$ cat src/rtl/pipe_stage_reg_pkg.sv
// pipe_pkg: shared state encoding, control-bit indices and payload sizing for pipe_stage_reg.
package pipe_pkg;
  typedef enum logic [1:0] {EMPTY = 2'd0, ONE = 2'd1, TWO = 2'd2} state_t;
  localparam int CTRL_REG_WRITE = 0;
  localparam int CTRL_MEM_TO_REG = 1;
  function automatic int payload_w(int data_w, int num_data, int rd_w, int ctrl_w);
    return data_w * num_data + rd_w + ctrl_w;
  endfunction
endpackage

$ cat src/rtl/pipe_stage_reg_if.sv
// pipe_stage_reg_if: upstream/downstream handshake and payload bundle of a pipeline stage.
interface pipe_stage_reg_if #(
  parameter int DATA_W = 64,
  parameter int NUM_DATA = 2,
  parameter int RD_W = 5,
  parameter int CTRL_W = 2
) ();
  logic flush;
  logic in_valid;
  logic in_ready;
  logic [NUM_DATA*DATA_W-1:0] in_data;
  logic [RD_W-1:0] in_rd;
  logic [CTRL_W-1:0] in_ctrl;
  logic out_valid;
  logic out_ready;
  logic [NUM_DATA*DATA_W-1:0] out_data;
  logic [RD_W-1:0] out_rd;
  logic [CTRL_W-1:0] out_ctrl;
  logic [1:0] occupancy;
  modport master (
    output flush, in_valid, in_data, in_rd, in_ctrl, out_ready,
    input in_ready, out_valid, out_data, out_rd, out_ctrl, occupancy
  );
  modport slave (
    input flush, in_valid, in_data, in_rd, in_ctrl, out_ready,
    output in_ready, out_valid, out_data, out_rd, out_ctrl, occupancy
  );
endinterface

$ cat src/rtl/pipe_stage_reg_slot.sv
// pipe_slot: one payload register with load enable; drops reg_write on capture when rd is x0.
module pipe_slot
  import pipe_pkg::*;
#(
  parameter int DATA_W = 64,
  parameter int NUM_DATA = 2,
  parameter int RD_W = 5,
  parameter int CTRL_W = 2,
  parameter bit SUPPRESS_X0 = 1'b1
) (
  input  logic clk,
  input  logic reset,
  input  logic load,
  input  logic [NUM_DATA*DATA_W-1:0] load_data,
  input  logic [RD_W-1:0] load_rd,
  input  logic [CTRL_W-1:0] load_ctrl,
  output logic [NUM_DATA*DATA_W-1:0] data,
  output logic [RD_W-1:0] rd,
  output logic [CTRL_W-1:0] ctrl
);
  logic [CTRL_W-1:0] ctrl_cap;
  always_comb begin
    ctrl_cap = load_ctrl;
    if (SUPPRESS_X0 && load_rd == '0) ctrl_cap[CTRL_REG_WRITE] = 1'b0;
  end
  always_ff @(posedge clk or posedge reset)
    if (reset) begin
      data <= '0;
      rd <= '0;
      ctrl <= '0;
    end else if (load) begin
      data <= load_data;
      rd <= load_rd;
      ctrl <= ctrl_cap;
    end
endmodule

$ cat src/rtl/pipe_stage_reg.sv
// pipe_stage_reg: valid/ready pipeline stage register with one-entry skid buffer and flush.
module pipe_stage_reg
  import pipe_pkg::*;
#(
  parameter int DATA_W = 64,
  parameter int NUM_DATA = 2,
  parameter int RD_W = 5,
  parameter int CTRL_W = 2,
  parameter bit SUPPRESS_X0 = 1'b1
) (
  input logic clk,
  input logic reset,
  pipe_stage_reg_if.slave bus
);
  state_t state;
  logic in_fire, out_fire, main_load, skid_load;
  logic [NUM_DATA*DATA_W-1:0] skid_data;
  logic [RD_W-1:0] skid_rd;
  logic [CTRL_W-1:0] skid_ctrl;
  assign bus.in_ready = state != TWO;
  assign bus.out_valid = state != EMPTY;
  assign bus.occupancy = state == TWO ? 2'd2 : state == ONE ? 2'd1 : 2'd0;
  assign in_fire = bus.in_valid & bus.in_ready;
  assign out_fire = bus.out_valid & bus.out_ready;
  // MAIN refills from SKID when draining TWO, otherwise from the input
  assign main_load = !bus.flush & (state == TWO ? out_fire : in_fire & (state == EMPTY | out_fire));
  assign skid_load = !bus.flush & (state == ONE) & in_fire & !out_fire;
  always_ff @(posedge clk or posedge reset)
    if (reset) state <= EMPTY;
    else state <= bus.flush ? EMPTY :
                  state == EMPTY ? (in_fire ? ONE : EMPTY) :
                  state == ONE ? (in_fire & !out_fire ? TWO : !in_fire & out_fire ? EMPTY : ONE) :
                  (out_fire ? ONE : TWO);
  pipe_slot #(.DATA_W(DATA_W), .NUM_DATA(NUM_DATA), .RD_W(RD_W), .CTRL_W(CTRL_W),
              .SUPPRESS_X0(SUPPRESS_X0)) u_skid (
    .clk(clk), .reset(reset), .load(skid_load),
    .load_data(bus.in_data), .load_rd(bus.in_rd), .load_ctrl(bus.in_ctrl),
    .data(skid_data), .rd(skid_rd), .ctrl(skid_ctrl)
  );
  pipe_slot #(.DATA_W(DATA_W), .NUM_DATA(NUM_DATA), .RD_W(RD_W), .CTRL_W(CTRL_W),
              .SUPPRESS_X0(SUPPRESS_X0)) u_main (
    .clk(clk), .reset(reset), .load(main_load),
    .load_data(state == TWO ? skid_data : bus.in_data),
    .load_rd(state == TWO ? skid_rd : bus.in_rd),
    .load_ctrl(state == TWO ? skid_ctrl : bus.in_ctrl),
    .data(bus.out_data), .rd(bus.out_rd), .ctrl(bus.out_ctrl)
  );
endmodule

$ cat src/flat_wrapper.sv
// flat-port wrapper written by rule: the top's interface ports become plain ports
module pipe_stage_reg_flat import pipe_pkg::*;
#(
  parameter int DATA_W = 64,
  parameter int NUM_DATA = 2,
  parameter int RD_W = 5,
  parameter int CTRL_W = 2,
  parameter bit SUPPRESS_X0 = 1'b1
)
  (clk, reset, bus_flush, bus_in_valid, bus_in_data, bus_in_rd, bus_in_ctrl, bus_out_ready, bus_in_ready, bus_out_valid, bus_out_data, bus_out_rd, bus_out_ctrl, bus_occupancy);
  pipe_stage_reg_if #(.DATA_W(DATA_W), .NUM_DATA(NUM_DATA), .RD_W(RD_W), .CTRL_W(CTRL_W)) bus_i ();
  input logic clk;
  input logic reset;
  input wire logic [$bits(bus_i.flush)-1:0] bus_flush;
  input wire logic [$bits(bus_i.in_valid)-1:0] bus_in_valid;
  input wire logic [$bits(bus_i.in_data)-1:0] bus_in_data;
  input wire logic [$bits(bus_i.in_rd)-1:0] bus_in_rd;
  input wire logic [$bits(bus_i.in_ctrl)-1:0] bus_in_ctrl;
  input wire logic [$bits(bus_i.out_ready)-1:0] bus_out_ready;
  output wire logic [$bits(bus_i.in_ready)-1:0] bus_in_ready;
  output wire logic [$bits(bus_i.out_valid)-1:0] bus_out_valid;
  output wire logic [$bits(bus_i.out_data)-1:0] bus_out_data;
  output wire logic [$bits(bus_i.out_rd)-1:0] bus_out_rd;
  output wire logic [$bits(bus_i.out_ctrl)-1:0] bus_out_ctrl;
  output wire logic [$bits(bus_i.occupancy)-1:0] bus_occupancy;
  assign bus_i.flush = bus_flush;
  assign bus_i.in_valid = bus_in_valid;
  assign bus_i.in_data = bus_in_data;
  assign bus_i.in_rd = bus_in_rd;
  assign bus_i.in_ctrl = bus_in_ctrl;
  assign bus_i.out_ready = bus_out_ready;
  assign bus_in_ready = bus_i.in_ready;
  assign bus_out_valid = bus_i.out_valid;
  assign bus_out_data = bus_i.out_data;
  assign bus_out_rd = bus_i.out_rd;
  assign bus_out_ctrl = bus_i.out_ctrl;
  assign bus_occupancy = bus_i.occupancy;
  pipe_stage_reg #(.DATA_W(DATA_W), .NUM_DATA(NUM_DATA), .RD_W(RD_W), .CTRL_W(CTRL_W), .SUPPRESS_X0(SUPPRESS_X0)) u_core (.clk(clk), .reset(reset), .bus(bus_i));
endmodule
$ cat config.mk
export PLATFORM = sky130hd
export DESIGN_NAME = pipe_stage_reg_flat
export DESIGN_NICKNAME = d
export VERILOG_FILES = /design/src/rtl/pipe_stage_reg_pkg.sv /design/src/rtl/pipe_stage_reg_if.sv /design/src/rtl/pipe_stage_reg_slot.sv /design/src/rtl/pipe_stage_reg.sv /design/src/flat_wrapper.sv
export SDC_FILE = /design/constraint.sdc
export NUM_CORES = 1
export LEC_CHECK = 0
export CAP_MARGIN = 5
export CORE_MARGIN = 4
export CORE_UTILIZATION = 52
export CTS_BUF_LIST = sky130_fd_sc_hd__clkbuf_4
export CTS_CLUSTER_DIAMETER = 30
export DETAILED_ROUTE_END_ITERATION = 7
export GPL_TIMING_DRIVEN = 0
export PLACE_DENSITY = 0.93
export SYNTH_ARGS = -nofsm -noshare
export SYNTH_HDL_FRONTEND = slang
export SYNTH_SLANG_ARGS = --single-unit
$ cat constraint.sdc
create_clock -name clk -period 12.85 [get_ports clk]
set_input_delay 3.2125 -clock clk [delete_from_list [all_inputs] [get_ports clk]]
set_output_delay 3.2125 -clock clk [all_outputs]
set_load 0.02 [all_outputs]
## Word level (Yosys, flattened, before mapping)

Cells that the tools add are included.

- RAM bits: 0
- Bits in latches: 0
- Memories kept: 0
- Memory bits (read-only): 0
- Register bits: 272

- Equality and inequality tests: 3
- Shift-type cells: 0
- Multiplexer cells: 15
- Reductions and logical operators: 7
- Add/subtract/negate cells: 0
- Bitwise operators: 10
- Div/mod/pow operators: 0
- Multipliers: 0
- Order comparisons: 0

Operators by type and width:

| kind | count |
|---|---|
| $mux W128 | 1 |
| $mux W2 | 7 |
| $logic_not A5 Y1 | 2 |
| $and A1 B1 Y1 | 9 |
| $mux W1 | 6 |
| $mux W5 | 1 |
| $logic_not A1 Y1 | 3 |
| $eq A2 B1 Y1 const B | 1 |
| $eq A2 B2 Y1 const B | 1 |
| $logic_not A2 Y1 | 1 |
| $ne A2 B2 Y1 const B | 1 |
| $reduce_bool A2 Y1 | 1 |
| $or A1 B1 Y1 | 1 |

## Depth between registers and ports, before layout

- Depth in word-level cells: 9
- Depth in mapped cells: 7
- Gate-level depth less buffers: 6

## Cells and area by module

From an unflattened synthesis, not the netlist that was laid out.

- Cells, all modules: 748
- Area total of the unflattened synthesis: 12358.1 µm²

By module, submodules not included:

| module | area an instance (µm²) | instances | cells an instance |
|---|---|---|---|
| pipe_slot | 5182.5 | 2 | 289 |
| pipe_stage_reg | 1993.2 | 1 | 170 |

## Worst setup path before layout

Ideal clock, no wire load.

- Path kind: reg-to-output
- Start: register u_core.state[0]
- End: output port bus_occupancy[1]
- Slack: 8474 ps
- Buffers on the path: 2
- Data arrival time: 1163 ps
- Stages on the path, launching flop included: 4
- Path through: dfrtp_1 > and2b_1 > clkbuf_1 > buf_2

- Word-level cells in the longest chain between the ends: 2

RTL lines:

| item | line | source |
|---|---|---|
| start, declared | pipe_stage_reg.sv:15 | `state_t state;` |
| start signal, assigned | pipe_stage_reg.sv:30 | `else state <= bus.flush ? EMPTY :` |
| $eq A2 B2 Y1 | pipe_stage_reg.sv:22 | `assign bus.occupancy = state == TWO ? 2'd2 : state == ONE ? 2'd1 : 2'd0;` |
| $mux W2 | pipe_stage_reg.sv:22 |  |
| end, declared | flat_wrapper.sv:25 | `output wire logic [$bits(bus_i.occupancy)-1:0] bus_occupancy;` |

Every way passes these cells.

## Final worst setup path

Ends and elaborated chain as after synthesis.

==> impl_metrics.py <==
metrics = {
    "run_status": {
        "result_of_the_run": "finished, final reports clean",
    },
    "setup_path": {
        "crit_path_start": "u_core.state[0]",
        "r2r_end": "u_core.u_main.data[17]",
        "regToRegStartpoint": "u_core.state[0]",
        "reg2reg_slack_ns": 10.56,
        "worst_path_max_delay_cell": "sky130_fd_sc_hd__clkdlybuf4s50_1",
        "reg2regPathDepth": 6,
        "setup.worst_path.start_class": "flop",
        "worstSetupEndpointType": "primary output",
        "cp_cell_sequence": "and2b_1 > clkbuf_1 > buf_2 > clkdlybuf4s50_1",
        "crit_path_max_incr_delay_ns": 0.68,
        "path_delay_family": "buffers and inverters",
        "critical_path_peak_fanout": 10,
        "timing_worst_setup_path_type": "flop to primary output",
        "crit_required_ns": 9.64,
        "worstPathBufferInverterCount": 3,
        "critical_path_arrival_ns": 2.98,
    },
    "synth": {
        "synth_fp_nets": 1169,
        "synth.yosys.warnings": 0,
        "yosysSeqAreaShare": 0.577,
        "synth_cell_type_count": 25,
        "syn-instance-count": 1028,
        "synth_area_um2": 11800,
        "synth_seq_cells": 272,
        "synthesis.area_per_instance_um2": 11.5,
    },
    "grt": {
        "grtUsageMet1": 0.297,
        "grt_start_max_net_pins": 125,
        "grt_pass1_wl_um": 49200,
        "grt_overflow_total": 0,
        "grt_use_met3": 0.0848,
        "grt.total_usage": 0.248,
        "grt_busiest_layer": "met2",
        "grt_antenna_before_repair": 0,
        "grtUsageMet2": 0.424,
        "first_global_vias": 9633,
    },
    "die": {
        "dieHeight_um": 159,
        "io_pins": 279,
        "core_area_um2": 22100,
        "initial_utilization": 0.534,
        "floorplan.die.width_um": 159,
        "cell_row_count": 54,
        "dieArea_um2": 25200,
    },
    "hold_path": {
        "hold_class": "flop to flop",
        "whs_path_depth": 1,
        "holdPathEnd": "u_core.u_main.data[33]",
        "timing.hold.worst.start": "u_core.u_main.data[33]",
    },
    "timing": {
        "worst-slew-pin-transition_ns": 0.803,
        "finalSetupTns_ns": 0,
        "final_hold_viol_count": 0,
        "timing.final.max_slew_violations": 0,
        "fin_crit_sh": 0.482,
        "maxSlewHeadroom": 0.465,
        "final.min_clock_period_ns": 6.19,
        "rsz0062_at_grt": "no",
        "clock-skew-final_ns": 0.0273,
        "maxClockFrequency_mhz": 162,
        "whs_ns": 0.486,
        "final-setup-viol-count": 0,
    },
    "placement": {
        "hpwl_detailed_um": 22200,
        "weighted_congestion_at_the_end_of_routability_driven_global_placement": 0.834,
        "io_buffer_count": 278,
    },
    "detailed_routing": {
        "vias": 8879,
        "antenna_left": 0,
        "finalWirelength_um": 31400,
        "drt_first_iter_violations": 492,
        "detail_route.first_pass.iterations": 4,
        "route.detailed.drc": 0,
        "vias_per_cell": 5.23,
        "wl_per_cell_um": 18.5,
    },
    "cts": {
        "ctsLongestPathBuffers": 3,
        "cts_htree_levels": 3,
        "cts_post_setup_buffers_inserted": 0,
        "clock_tree.root_cell": "sky130_fd_sc_hd__clkbuf_4",
        "post_cts_hold_buffer_count": 0,
        "worst_setup_hold_path_clk_slew_ns": 0.06,
        "worstSkewPairLatency_ns": 0.62,
        "numCtsBuffers": 71,
        "cts.sink_count": 272,
        "cts_tree": "yes",
        "post_cts.resized_instances": 0,
    },
    "job": {
        "drv_cap": 0,
    },
    "finish": {
        "fin_nets": 1522,
        "final_layout_size_suffix_gt1_frac": 0.251,
        "layout_commonest_cell": "sky130_fd_sc_hd__nand2_1",
        "n_antenna_cell": 0,
        "mostFrequentLayoutCells": "405 x sky130_fd_sc_hd__nand2_1, 278 x sky130_fd_sc_hd__clkdlybuf4s50_1, 272 x sky130_fd_sc_hd__dfrtp_1, 219 x sky130_fd_sc_hd__mux2_2, 95 x sky130_fd_sc_hd__clkbuf_4",
        "area.growth.synth_to_final_pct": 34.0,
    },
    "pwr": {
        "vdd.ir_drop.worst_v": 0.0000971,
        "power.leakage_uw": 0.00739,
        "powerDensity_nw_per_um2": 169,
    },
}
-- flip-flops by register name (all words and copies together) (netlist names) --
signal and flops:
u_core.u_main.ctrl 2, u_core.u_skid.ctrl 2, u_core.u_skid.rd 5, u_core.u_main.rd 5, u_core.u_skid.data 128, u_core.state 2
u_core.u_main.data 128
-- layer usage --
layer  share of wire  up-vias
met4           0.023        0
met1            0.40     4397
met3           0.082       59
met5               0        -
met2            0.50      314
li1                -     4109
-- logic make-up after synthesis --
family	after synthesis	share of synthesized area
adders and majority gates	1	0.00106
buffers and inverters	61	0.0268
AOI/OAI and AO/OA	8	0.00413
DFF	272	0.577
and+or+nand+nor	417	0.135
muxes	269	0.257
-- per-stage QoR --
| stage | std cells | setup WS (ns) | cell area, um2 | power, uW | utilization |
|---|---|---|---|---|---|
| after CTS | 1697 | 6.58 | 15800 | 2690 | 0.716 |
| after detailed placement | 1588 | 7.26 | 15000 | 1970 | 0.679 |
| after global placement | 1586 | -1.13 | 14900 | 1920 | 0.676 |
| after global routing | 1697 | 6.48 | 15800 | 2810 | 0.716 |
| final | 1697 | 6.66 | 15800 | 2670 | 0.716 |
| after floorplan | 1028 | 2.14 | 11800 | 1610 | - |
-- worst register-to-register path, cell delays in order (launching register included) --
cell and delay [ns]:
sky130_fd_sc_hd__dfrtp_1 0.41, sky130_fd_sc_hd__and2b_1 0.27, sky130_fd_sc_hd__nand2_1 0.09, sky130_fd_sc_hd__a21oi_2 0.58
sky130_fd_sc_hd__buf_6 0.28, sky130_fd_sc_hd__buf_6 0.19, sky130_fd_sc_hd__mux2_1 0.35
-- cell type report --
cell class              instances  area (um2)
flip-flops and latches        272        6810
fillers                      1421        6270
multi-input cells             695        4680
repair buffers                280        2840
clock buffers                  95         713
well taps                     280         350
plain buffers                  58         305
clock inverters                14         106
inverters                       3        18.8
-- synthesized netlist by cell type, drive strengths merged --
cell,number,area share
nand2,405,0.13
dfrtp,272,0.58
mux2,269,0.26
buf,38,0.020
clkbuf,20,0.0064
o21ai,4,0.0017
inv,3,0.00095
nor2,3,0.00095
a21oi,2,0.0012
and2b,2,0.0013
nor2b,2,0.0011
or4,2,0.0013
a211oi,1,0.00064
and2,1,0.00053
ha,1,0.0011
nand3,1,0.00042
nor3,1,0.00042
o211ai,1,0.00064
-- power by group --
group | switching [uW] | internal [uW]
clock network | 333 | 379
registers | 130 | 1100
logic | 328 | 399
total | 792 | 1870
-- how the worst max path moves through the flow --
stage / endpoint / slack [ns] / depth (start not counted)
2_1_floorplan: u_core.state[0] / 2.14 / 1
3_3_place_gp: u_core.u_skid.data[77] / -1.13 / 2
3_5_place_dp: bus_occupancy[1] / 7.26 / 4
4_1_cts: bus_occupancy[1] / 6.58 / 4
5_1_grt: bus_occupancy[1] / 6.48 / 4
6_report: bus_occupancy[1] / 6.66 / 4
(Power assumes the default switching activity.)
